**src/rtl/encoder_pkg.sv**
```systemverilog
// Shared types and widths for the 8-to-3 request encoder.
// Holds the FSM state type and the request-bit clear-mask helper.
package encoder_pkg;

    localparam int REQ_W  = 8;
    localparam int CODE_W = 3;

    typedef enum logic {
        IDLE,
        SERVE
    } state_t;

    // 3-to-8 one-hot decode of a served code, used to clear that pending bit
    function automatic logic [REQ_W-1:0] code_to_mask(input logic [CODE_W-1:0] code);
        return REQ_W'(1) << code;
    endfunction

endpackage

```
**src/rtl/priority_encoder_8.sv**
```systemverilog
// Combinational 8-bit vector to 3-bit index encoder with an any-set flag.
// Default selects the highest set bit; PRIORITY_LSB_FIRST_EN selects the lowest.
module priority_encoder_8
    import encoder_pkg::*;
(
    input  logic [REQ_W-1:0]  i_vec,
    output logic [CODE_W-1:0] o_idx,
    output logic              o_any
);

    always_comb begin
        o_idx = '0;
`ifdef PRIORITY_LSB_FIRST_EN
        for (int i = REQ_W - 1; i >= 0; i--) begin
            if (i_vec[i]) o_idx = CODE_W'(i);
        end
`else
        for (int i = 0; i < REQ_W; i++) begin
            if (i_vec[i]) o_idx = CODE_W'(i);
        end
`endif
    end

    assign o_any = |i_vec;

endmodule

```
**src/rtl/request_encoder_8_to_3.sv**
```systemverilog
// Captures an 8-bit request vector and emits one code per handshake in priority order.
// Service order is descending by default, ascending with PRIORITY_LSB_FIRST_EN.
module request_encoder_8_to_3
    import encoder_pkg::*;
(
    input  logic              Clk,
    input  logic              Rst_n,
    input  logic              Enable,
    input  logic              Load,
    input  logic [REQ_W-1:0]  Req_In,
    output logic              Ready,
    input  logic              Out_Ready,
    output logic              Valid,
    output logic [CODE_W-1:0] Encode_Out,
    output logic              Zero_Flag
);

    state_t            r_state;
    state_t            w_state_next;
    logic [REQ_W-1:0]  r_pending;
    logic [REQ_W-1:0]  w_pending_next;
    logic [REQ_W-1:0]  w_remaining;
    logic [CODE_W-1:0] r_code;
    logic [CODE_W-1:0] w_idx;
    logic              r_zero;
    logic              w_zero_next;
    logic              w_any;
    logic              w_valid;
    logic              w_handshake;

    priority_encoder_8 u_prio (
        .i_vec (r_pending),
        .o_idx (w_idx),
        .o_any (w_any)
    );

    assign w_valid     = (r_state == SERVE) && Enable && w_any;
    assign w_handshake = w_valid && Out_Ready;
    assign w_remaining = r_pending & ~code_to_mask(Encode_Out);

    always_comb begin
        w_state_next   = r_state;
        w_pending_next = r_pending;
        w_zero_next    = 1'b0;
        if (Enable) begin
            case (r_state)
                IDLE: begin
                    if (Load) begin
                        w_pending_next = Req_In;
                        if (|Req_In) begin
                            w_state_next = SERVE;
                        end else begin
                            w_zero_next = 1'b1;
                        end
                    end
                end
                SERVE: begin
                    if (w_handshake) begin
                        w_pending_next = w_remaining;
                        if (w_remaining == '0) w_state_next = IDLE;
                    end
                end
            endcase
        end
    end

    always_ff @(posedge Clk or negedge Rst_n) begin
        if (!Rst_n) begin
            r_state   <= IDLE;
            r_pending <= '0;
            r_code    <= '0;
            r_zero    <= 1'b0;
        end else begin
            r_state   <= w_state_next;
            r_pending <= w_pending_next;
            r_zero    <= w_zero_next;
            if (w_valid) r_code <= w_idx;
        end
    end

    // Show the live code while valid, otherwise the last code presented
    assign Encode_Out = w_valid ? w_idx : r_code;
    assign Ready      = (r_state == IDLE);
    assign Valid      = w_valid;
    assign Zero_Flag  = r_zero;

endmodule

```
**config.mk**
```make
export PLATFORM = sky130hd
export DESIGN_NAME = request_encoder_8_to_3
export DESIGN_NICKNAME = d
export VERILOG_FILES = /design/src/rtl/encoder_pkg.sv /design/src/rtl/priority_encoder_8.sv /design/src/rtl/request_encoder_8_to_3.sv
export SDC_FILE = /design/constraint.sdc
export NUM_CORES = 1
export LEC_CHECK = 0
export ABC_AREA = 1
export BUFFER_PORTS_ARGS = -buffer_cell sky130_fd_sc_hd__buf_2
export CORE_MARGIN = 2
export CORE_UTILIZATION = 50
export CTS_CLUSTER_DIAMETER = 200
export DETAILED_ROUTE_END_ITERATION = 8
export PLACE_DENSITY = 0.74
export SYNTH_ARGS = -nofsm -noshare
export SYNTH_HDL_FRONTEND = slang
export SYNTH_SLANG_ARGS = --single-unit
```
**constraint.sdc**
```tcl
create_clock -name Clk -period 2.2 [get_ports Clk]
set_clock_uncertainty 0.1 [all_clocks]
set_input_delay 0.11 -clock Clk [delete_from_list [all_inputs] [get_ports Clk]]
set_output_delay 0.11 -clock Clk [all_outputs]
set_load 0.03 [all_outputs]
```
=== Word level (Yosys, flattened, before mapping) ===
Index checks and enable logic that the tools add are counted.

* Equal/unequal tests: 2
* Shift-type cells: 1
* Muxes and demuxes: 20
* Bitwise logic cells: 3
* Reduce and logical (&&, ||, !) cells: 7

{| class="wikitable"
|+ Operators by type and width
! operator !! count
|-
| $mux W8 || 2
|-
| $pmux W8 S2 || 1
|-
| $reduce_or A8 Y1 || 2
|-
| $mux W3 || 5
|-
| $mux W1 || 9
|-
| $and A8 B8 Y8 || 1
|-
| $logic_not A8 Y1 || 1
|-
| $not A8 Y8 || 1
|-
| $shl A1 B3 Y8 const A || 1
|-
| $mux W2 || 2
|-
| $logic_and A1 B1 Y1 || 3
|-
| $reduce_and A3 Y1 || 1
|-
| $ne A2 B1 Y1 const B || 1
|-
| $ne A2 B2 Y1 const B || 1
|-
| $pmux W1 S2 || 1
|-
| $not A1 Y1 || 1
|}

* Bits in registers: 13
* Input port bits: 13
* Output and inout bits: 6
* Logic and storage cells: 37

=== Longest topological paths before layout ===
* Depth in word-level cells: 15
* Mapped depth: 16

=== By module ===
A second synthesis with hierarchy kept.

* Cells, all modules: 132
* Area total of the unflattened synthesis: 879.6 um^2

{| class="wikitable"
|+ Modules (own cells, without submodules)
! module !! instances !! cells an instance !! area each (um^2) !! seq. area each (um^2)
|-
| request_encoder_8_to_3 || 1 || 112 || 802.0 || 325.3
|-
| priority_encoder_8 || 1 || 20 || 77.6 || 0.0
|}

=== Least setup slack after synthesis ===
Ideal clock, no wire load.

* Path type: reg2reg
* From: reg r_pending[1]
* To: reg r_state
* Arrival: 1.628 ns
* Required time: 1.987 ns
* Path slack: 0.359 ns
* Cell stages (with the launch flop): 14
* Buffers on the path: 0
* Cell sequence: dfrtp_1 > nor2_1 > nand2_2 > nor2_2 > nor2_2 > nand3_2 > nand2_4 > nand3_1 > nand2_1 > nand2_1 > nor2_1 > nand3_1 > nand2_1 > inv_1

{| class="wikitable"
|+ RTL lines
! what !! RTL line !! text
|-
| start, declared || request_encoder_8_to_3.sv:20 || <nowiki>logic [REQ_W-1:0] r_pending;</nowiki>
|-
| start signal, assigned || request_encoder_8_to_3.sv:75 || <nowiki>r_pending <= w_pending_next;</nowiki>
|-
| $reduce_or A8 Y1 (*) || priority_encoder_8.sv:24 || <nowiki>assign o_any = |i_vec;</nowiki>
|-
| $logic_and A1 B1 Y1 (*) || request_encoder_8_to_3.sv:37 || <nowiki>assign w_valid = (r_state == SERVE) && Enable && w_any;</nowiki>
|-
| named net Valid || request_encoder_8_to_3.sv:13 || <nowiki>output logic Valid,</nowiki>
|-
| $mux W3 || request_encoder_8_to_3.sv:82 || <nowiki>assign Encode_Out = w_valid ? w_idx : r_code;</nowiki>
|-
| $shl A1 B3 Y8 || encoder_pkg.sv:15 || <nowiki>return REQ_W'(1) << code;</nowiki>
|-
| $not A8 Y8 || request_encoder_8_to_3.sv:39 || <nowiki>assign w_remaining = r_pending & ~code_to_mask(Encode_Out);</nowiki>
|-
| $and A8 B8 Y8 || request_encoder_8_to_3.sv:39 ||
|-
| $logic_not A8 Y1 || request_encoder_8_to_3.sv:60 || <nowiki>if (w_remaining == '0) w_state_next = IDLE;</nowiki>
|-
| $mux W1 || request_encoder_8_to_3.sv:60 ||
|-
| $mux W1 (*) || request_encoder_8_to_3.sv:58 || <nowiki>if (w_handshake) begin</nowiki>
|-
| $pmux W1 S2 (*) || request_encoder_8_to_3.sv:46 || <nowiki>case (r_state)</nowiki>
|-
| end signal, assigned || request_encoder_8_to_3.sv:74 || <nowiki>r_state <= w_state_next;</nowiki>
|-
| end, declared || request_encoder_8_to_3.sv:18 || <nowiki>state_t r_state;</nowiki>
|}

Mark *: on every way through the listed nets, which the timed path passes. The rest lies on a longest branch.
A chain may end at the register's enable or synchronous reset.

=== Worst setup path in the final report ===
* From: reg r_pending[7]
* To: reg r_state

* Cells in the longest elaborated chain, start to end: 10

{| class="wikitable"
|+ Ends and longest elaborated chain
! what !! RTL line
|-
| $reduce_or A8 Y1 || priority_encoder_8.sv:24
|-
| $logic_and A1 B1 Y1 || request_encoder_8_to_3.sv:37
|-
| $mux W3 || request_encoder_8_to_3.sv:82
|-
| $shl A1 B3 Y8 || encoder_pkg.sv:15
|-
| $not A8 Y8 || request_encoder_8_to_3.sv:39
|-
| $and A8 B8 Y8 || request_encoder_8_to_3.sv:39
|-
| $logic_not A8 Y1 || request_encoder_8_to_3.sv:60
|-
| $mux W1 || request_encoder_8_to_3.sv:60
|-
| $mux W1 (*) || request_encoder_8_to_3.sv:58
|-
| $pmux W1 S2 (*) || request_encoder_8_to_3.sv:46
|}

Every way passes the cells marked *; elsewhere a longest branch is shown, timed or not.

==> impl_metrics.env <==
export IMPL_synthDominantCellAreaShare_pct=37.04
export IMPL_rsz0062_at_grt="no"
export IMPL_die_x_um=45.91
export IMPL_fill_cells=153
export IMPL_syn_area_per_cell_um2=7.200
export IMPL_cp_max_fo=6
export IMPL_rows=15
export IMPL_hp_class="in -> reg"
export IMPL_drtIter0Drc=28
export IMPL_track_usage_pct=22.29
export IMPL_synthesis_area_um2=878.3
export IMPL_clock_latency_ns=0.28
export IMPL_hold_viol_final=0
export IMPL_drcViolationCount=0
export IMPL_cp_start_kind="register"
export IMPL_ys_seq_elements=13
export IMPL_end_kind="register"
export IMPL_antenna_cells=0
export IMPL_via_count=858
export IMPL_leakage_nw=0.5173
export IMPL_layout_commonest_cell="nand2_1"
export IMPL_ys_seq_area_share_pct=37.04
export IMPL_totalPowerFinal_w=0.001186
export IMPL_synth_nets=135
export IMPL_drive_gt1_share_pct=30.07
export IMPL_fin_nets=157
export IMPL_arrival_ns=2.05
export IMPL_hold_worst_slack_ns=0.007235
export IMPL_io_buffer_count=18
export IMPL_ys_warn_count=0
export IMPL_final_cell_mix="nand2_1 (25), buf_2 (18), inv_1 (15)"
export IMPL_die_area_mm2=0.002108
export IMPL_clockBufferDepth=2
export IMPL_place_congestion=0.8745
export IMPL_ctsResizeCount=0
export IMPL_io_pins=19
export IMPL_antenna_found_initial=0
export IMPL_drtAntennaViolNets=0
export IMPL_synthTopCellsByArea="dfrtp_1 (37%), nand2_1 (11%), inv_1 (6.4%)"
export IMPL_hpwl_um=1600
export IMPL_final_cells=160
export IMPL_clock_fmax_ghz=0.5079
export IMPL_cts_sinks=13
export IMPL_synthCells=122
export IMPL_core_mm2=0.001689
export IMPL_grt_max_degree=14
export IMPL_period_share_pct=89.49
export IMPL_cts_tree="yes"
export IMPL_stdcell_area_mm2=0.001016
export IMPL_status="completed"
export IMPL_yosysTopAreaCell="dfrtp_1"
export IMPL_wl_um=2037
export IMPL_place_inst=155
export IMPL_irDropWorstVdd_uv=578.9
export IMPL_path_clk_slew_ns=0.09
export IMPL_fin_crit_ns=1.969
export IMPL_syn2layout_area_growth_pct=15.67
export IMPL_drv_cap=0
export IMPL_tns_ns=0
export IMPL_die_h_um=45.91
export IMPL_timing_slew_headroom_pct=75.47
export IMPL_ys_types=24
export IMPL_final_setup_viol_count=0
export IMPL_tritoncts_num_buffers=3
export IMPL_grt_ovfl_total=0
export IMPL_cts_root_buf="clkbuf_4"
export IMPL_report_final_slew_viol_count=0
export IMPL_wl_per_cell_um=12.73
export IMPL_viasPerCell=5.363
export IMPL_path_class="reg -> reg"
export IMPL_initial_core_util_pct=52.00
export IMPL_dpl_cell_area_um2=979.7
export IMPL_p_per_area_mw_per_mm2=1167
export IMPL_crit_required_ns=2.29
export IMPL_grt_pass1_vias=763
export IMPL_worstMarginPinSlew_ns=0.3670
export IMPL_grt_pass1_wl_um=3332
export IMPL_drtPass1Iterations=4
export IMPL_htreeDepth=1
[state kept, by name (all words and copies together) (netlist names)]
register / flops
r_pending: 8
r_code: 3
Zero_Flag: 1
r_state: 1
[where the power goes]
part           total, W  internal [W]  leakage [nW]  switching [W]
clock          0.000154     0.0000704        0.0150      0.0000840
sequential     0.000387      0.000318         0.154      0.0000698
combinational  0.000644      0.000217         0.349       0.000427
[final cells by class]
| class | count | area, um^2 | area share (%) |
|---|---|---|---|
| Sequential cell | 13 | 325.3 | 32.02 |
| Timing Repair Buffer | 20 | 107.6 | 10.59 |
| Tap cell | 17 | 21.27 | 2.094 |
| Clock buffer | 4 | 26.28 | 2.586 |
| Inverter | 18 | 67.56 | 6.650 |
| Multi-Input combinational cell | 88 | 467.9 | 46.06 |
[worst max-delay path: stages (launching register included)]
cell,delay [ns]
dfrtp_1,0.41
nor2_2,0.19
nand2_2,0.11
o21ai_4,0.22
nand2_1,0.09
nand2_2,0.13
nand4_2,0.13
nand2_1,0.08
nand2_1,0.05
nor2_1,0.14
nand3_1,0.11
nand2_1,0.08
inv_1,0.04
[worst paths after layout]
path                               from      endpoint  slack [ns]  cells past startpoint
min in group asynchronous         Rst_n  r_pending[7]        0.14                      2
max in group asynchronous         Rst_n     r_code[2]        1.62                      2
setup reg to reg           r_pending[7]       r_state        0.23                     12
hold / removal                Req_In[0]     Zero_Flag       0.007                      4
setup / recovery           r_pending[7]       r_state        0.23                     12
hold reg to reg            r_pending[7]  r_pending[7]        0.47                      2
[cell usage after synthesis]
library cell and instances:
a21boi_2 1, a21oi_1 9, a22oi_1 1, buf_2 2, buf_4 1, dfrtp_1 13
inv_1 15, inv_2 3, nand2_1 25, nand2_2 6, nand2_4 2, nand3_1 10
nand3_2 1, nand4_1 2, nand4_2 1, nor2_1 10, nor2_2 6, nor3_1 1
nor4_1 1, o21ai_0 5, o21ai_1 1, o21ai_4 1, o22ai_1 4, or4_1 1
[layer usage]
| layer | GRT usage (%) | vias to the layer above | share of wire, % |
|---|---|---|---|
| met1 | 29.98 | 384 | 48 |
| met3 | 3.175 | 6 | 4.3 |
| met2 | 35.83 | 27 | 47 |
| met4 | 8.571 | 0 | 1.5 |
| met5 | 0 | - | 0 |
| li1 | - | 441 | - |
[metrics by stage]
step	util [%]	worst slack, ns
after floorplan	-	0.3591
after global placement	58.00	0.2823
after detailed placement	58.00	0.2408
after CTS	60.15	0.1987
after global routing	60.15	0.05982
final	60.15	0.2313
[cells by family after synthesis]
group | count (synthesis) | share of synthesized area [%]
AOI/OAI and AO/OA | 22 | 15.38
buffers and inverters | 21 | 9.686
DFF | 13 | 37.04
and+or+nand+nor | 66 | 37.89
[repair_timing]
item / 4_1_cts / 5_1_grt
hold buffers: 1 / 0
hold endpoints to repair: 13 / 0
buffers inserted: 0 / 0
No activity file was read; power rests on OpenSTA's default activity.
